## src/rtl/register_file_writeback.sv

```systemverilog
// RV32I integer register file with same-cycle writeback bypass and a
// per-register busy scoreboard used by issue to stall on pending results.
module register_file_writeback #(
    parameter int DATA_WIDTH     = 32,
    parameter int ADDRESS_WIDTH  = 5,
    parameter int REGISTER_COUNT = 32
) (
    input  logic                     clock,
    input  logic                     reset,
    input  logic                     read_enable,
    input  logic [ADDRESS_WIDTH-1:0] rs1_address,
    input  logic [ADDRESS_WIDTH-1:0] rs2_address,
    output logic [DATA_WIDTH-1:0]    rs1_value,
    output logic [DATA_WIDTH-1:0]    rs2_value,
    output logic                     operands_busy,
    input  logic                     issue_valid,
    input  logic [ADDRESS_WIDTH-1:0] issue_rd,
    input  logic                     writeback_valid,
    input  logic [ADDRESS_WIDTH-1:0] writeback_rd,
    input  logic [DATA_WIDTH-1:0]    writeback_value,
    output logic                     writeback_error
);

    localparam logic [REGISTER_COUNT-1:0] ONE_HOT = REGISTER_COUNT'(1);

    logic [DATA_WIDTH-1:0]     r_regs [REGISTER_COUNT];
    logic [REGISTER_COUNT-1:0] r_busy;

    logic                      w_wb_write;
    logic [REGISTER_COUNT-1:0] w_set_mask;
    logic [REGISTER_COUNT-1:0] w_clear_mask;
    logic [REGISTER_COUNT-1:0] w_busy_left;
    logic [REGISTER_COUNT-1:0] w_busy_next;
    logic [DATA_WIDTH-1:0]     w_src1;
    logic [DATA_WIDTH-1:0]     w_src2;
    logic                      w_operands_busy;
    logic                      w_error_hit;

    assign w_wb_write = writeback_valid && (writeback_rd != '0);

    always_comb begin
        w_set_mask = '0;
        w_clear_mask = '0;
        if (issue_valid && (issue_rd != '0))
            w_set_mask = ONE_HOT << issue_rd;
        if (w_wb_write)
            w_clear_mask = ONE_HOT << writeback_rd;
    end

    // An issue and a writeback to the same register leave it busy:
    // the newly issued producer is still outstanding.
    assign w_busy_left = r_busy & ~w_clear_mask;
    assign w_busy_next = (w_busy_left | w_set_mask) & ~ONE_HOT;

    always_comb begin
        w_src1 = r_regs[rs1_address];
        if (rs1_address == '0)
            w_src1 = '0;
        else if (w_wb_write && (writeback_rd == rs1_address))
            w_src1 = writeback_value;
    end

    always_comb begin
        w_src2 = r_regs[rs2_address];
        if (rs2_address == '0)
            w_src2 = '0;
        else if (w_wb_write && (writeback_rd == rs2_address))
            w_src2 = writeback_value;
    end

    assign w_operands_busy = w_busy_left[rs1_address] || w_busy_left[rs2_address];
    assign w_error_hit = w_wb_write && !r_busy[writeback_rd];

    always_ff @(posedge clock or posedge reset) begin
        if (reset) begin
            for (int i = 0; i < REGISTER_COUNT; i++)
                r_regs[i] <= '0;
            r_busy          <= '0;
            rs1_value       <= '0;
            rs2_value       <= '0;
            operands_busy   <= 1'b0;
            writeback_error <= 1'b0;
        end else begin
            if (w_wb_write)
                r_regs[writeback_rd] <= writeback_value;
            r_busy <= w_busy_next;
            if (read_enable) begin
                rs1_value     <= w_src1;
                rs2_value     <= w_src2;
                operands_busy <= w_operands_busy;
            end
            if (w_error_hit)
                writeback_error <= 1'b1;
        end
    end

endmodule

```

## config.mk

```make
export PLATFORM = sky130hd
export DESIGN_NAME = register_file_writeback
export DESIGN_NICKNAME = d
export VERILOG_FILES = /design/src/rtl/register_file_writeback.sv
export SDC_FILE = /design/constraint.sdc
export NUM_CORES = 2
export LEC_CHECK = 0
export CORE_MARGIN = 2
export CORE_UTILIZATION = 65
export DETAILED_ROUTE_END_ITERATION = 7
export GPL_TIMING_DRIVEN = 0
export HOLD_SLACK_MARGIN = 0.03
export PLACE_DENSITY = 0.83
export SKIP_LAST_GASP = 1
export SLEW_MARGIN = 20
export SYNTH_ARGS = -nofsm -noshare
export SYNTH_HDL_FRONTEND = slang
export SYNTH_SLANG_ARGS = --single-unit
```

## constraint.sdc

```tcl
create_clock -name clock -period 93.3 [get_ports clock]
set_input_delay 18.66 -clock clock [delete_from_list [all_inputs] [get_ports clock]]
set_output_delay 18.66 -clock clock [all_outputs]
set_load 0.01 [all_outputs]
```

==> results.yml <==
run_status:
  outcome: "finished with violations"
  violations: "design-rule violations"
logic_synthesis:
  synth_cell_types: 60
  postSynth.asyncResetShare_pct: 100
  syn-num-nets: 4424
  ys_warn_count: 0
  synthFlopType: "dfrtp_1"
  synth.cell_area_um2: 60300
  ys_seq_area_share_pct: 46.5
  synth_area_per_cell_um2: 13.8
  ys_seq_elements: 1121
  synth_edf_count: 0
  syn_inst: 4367
cts:
  cts_max_level: 3
  worstSkewPairLatency_ps: 770
  clk_pin_slew_worst_paths_ps: 60
  cts.sinks: 1121
  ctsHoldBuffers: 0
  clock_path_buffers: 3
  cts_setup_buffers: 0
  cts_resized: 0
  cts_buffers: 118
  root_buffer: "clkbuf_16"
  cts_tree: "built"
timing:
  post-route-period-util_pct: 24.2
  final.setup.tns_ps: 0
  slew_headroom_pct: 7.45
  rsz0062_at_grt: "no"
  fin_skew_ps: 28.8
  worst-slew-pin-transition_ps: 1390
  hold_viol: 0
  fmax_mhz: 44.3
  fin_crit_ps: 22590
  final_max_slew_viol_count: 0
  finalSetupViolCount: 0
route:
  drc: 10
  wl_per_cell_um: 40.0
  vias: 47500
  detail_route.first_pass.iterations: 8
  via_per_inst: 7.95
  wl_um: 239000
  ant_nets: 0
  drtIter0Drc: 8507
global_route:
  grt_pass1_vias: 47100
  grt_pass1_wl_um: 334000
  gr-total-overflow: 0
  antenna_found_initial: 26
  grt_max_degree: 108
  gr-usage-all-layers_pct: 50.6
final_layout:
  drive_above_1_share_pct: 39.0
  final_area_um2: 67600
  fin_nets: 4675
  synthToLayoutAreaGrowth_pct: 12.0
  mostFrequentLayoutCell: "dfrtp_1"
  final_cell_mix: "dfrtp_1 (1121), mux2_2 (992), mux4_2 (427)"
  utilization_pct: 73.6
job:
  max_cap_viol_count: 0
placement:
  gp_congestion: 1.03
  place_area_um2: 63400
  dp_hpwl_um: 161000
  io_buffer_count: 113
min_path:
  hp-start: "r_regs[993]"
  hp-class: "reg -> reg"
  min_path_cells: 1
  holdPathEnd: "r_regs[993]"
pwr:
  leakagePower_nw: 29.1
  power_frac_clock_pct: 33.4
  p_sw_share_pct: 30.2
  seqPwrFrac_pct: 44.0
  p_comb_share_pct: 22.6
  max-vdd-ir-drop_v: 0.0000195
  powerDensity_nw_per_um2: 22.0
  p_switching_mw: 0.448
  p_int_mw: 1.04
die:
  rows: 111
  die_y_um: 309
  dieWidth_um: 309
  top_level_ports: 123
  coreArea_um2: 91800
  dieArea_um2: 95200
  start_util_pct: 65.7
setup_path:
  r2r-end: "rs2_value[31]"
  end_kind: "flip-flop"
  rr_worst_depth: 4
  critical_path.startpoint_type: "primary input"
  arrival_ps: 23170
  cp_max_fo: 10
  crit_type: "in -> reg"
  rrSetupSlack_ps: 90620
  crit_required_ps: 93880
  r2r_start: "r_regs[767]"
worst max-delay path by stage:
| stage | start | end | depth (start not counted) |
|---|---|---|---|
| CTS | rs2_address[3] | rs2_value[3] | 7 |
| finish | rs1_address[2] | rs1_value[31] | 10 |
| global placement | reset | r_regs[904] | 2 |
| global route | rs1_address[2] | rs1_value[31] | 10 |
| detailed placement | rs2_address[3] | rs2_value[13] | 7 |
| floorplan | reset | operands_busy | 1 |
per-stage QoR:
step	instances	power (mW)	setup slack (ps)	hold WS [ps]
6_report	5981	1.48	70710	484
5_1_grt	5963	1.51	71020	499
4_1_cts	5956	1.46	71190	481
3_5_place_dp	5738	0.972	70470	468
3_3_place_gp	5723	0.954	30710	459
2_1_floorplan	4367	0.860	43070	445
synthesized netlist by cell type (3+ instances only):
library cell	n	area, um2
o32ai_1	21	184
buf_2	83	415
a41oi_1	5	43.8
a211oi_1	17	128
inv_1	69	259
o21ai_0	118	591
xnor2_1	10	87.6
nand2_1	136	510
or2_0	49	307
nand3b_1	5	37.5
mux2_2	992	11200
nor2_1	47	176
a221oi_1	32	280
mux2i_1	310	3100
a21oi_1	121	606
o22ai_1	46	288
o211ai_1	6	45.0
a22oi_1	66	495
mux2_1	14	158
mux4_2	427	9620
nand3_1	101	505
nand4_1	21	131
and2_1	3	18.8
buf_4	31	233
buf_6	19	214
nor2b_1	6	37.5
o221ai_1	5	43.8
buf_1	39	146
nand2b_1	18	113
clkbuf_1	299	1120
o2111ai_1	51	447
o21ai_1	15	75.1
nand4b_1	3	26.3
nand4bb_1	3	33.8
dfrtp_1	1121	28100
or3_1	3	18.8
a221oi_2	20	300
nor3_1	6	30.0
kinds of logic (layout without fill, tap and decap cells):
kind of cell	count (synthesis)	count (layout)	synth area share (%)
buffers and inverters	543	892	4.01
and+or+nand+nor	414	414	3.42
DFF	1121	1121	46.5
other	0	22	0
AOI/OAI and AO/OA	536	536	6.04
xor gates and xnor gates	10	10	0.145
muxes	1743	1743	39.9
area by class of cell:
class	instances	area [um2]
Antenna cell	22	55.1
Buffer	474	2210
Clock buffer	177	3510
Clock inverter	41	517
Fill cell	5882	24200
Inverter	69	267
Multi-Input combinational cell	2703	29800
Sequential cell	1121	28100
Tap cell	1243	1560
Timing Repair Buffer	131	1560
worst max-delay path: stages:
cell and delay [ps]:
clkdlybuf4s50_1 510, clkbuf_1 450, nor2_1 870, clkbuf_1 750, buf_2 550, nand2_1 170
nand3_1 120, a21oi_1 90, a211oi_1 780, o22ai_1 190
metal layers:
layer | routed length, um | up-vias | global-route usage, % | part of all wire [%]
met4 | 26100 | 32 | 41.9 | 11
met1 | 75300 | 23700 | 59.3 | 31
met5 | 498 | - | 2.93 | 0.21
met2 | 96800 | 5016 | 68.8 | 40
met3 | 40700 | 1654 | 26.4 | 17
li1 | - | 17200 | - | -
state kept, by name, indices dropped and copies added (netlist names):
| name | count |
|---|---|
| r_busy | 31 |
| r_regs | 1024 |
| rs2_value | 32 |
| rs1_value | 32 |
| writeback_error | 1 |
| operands_busy | 1 |
power groups by stage:
stage | clock [mW] | combinational [mW] | sequential [mW]
4_1_cts | 0.489 | 0.322 | 0.646
3_3_place_gp | 0 | 0.307 | 0.647
5_1_grt | 0.509 | 0.345 | 0.660
3_5_place_dp | 0 | 0.319 | 0.653
6_report | 0.497 | 0.336 | 0.653
2_1_floorplan | 0 | 0.226 | 0.634
Note: power is estimated with default switching activity, not from simulation.
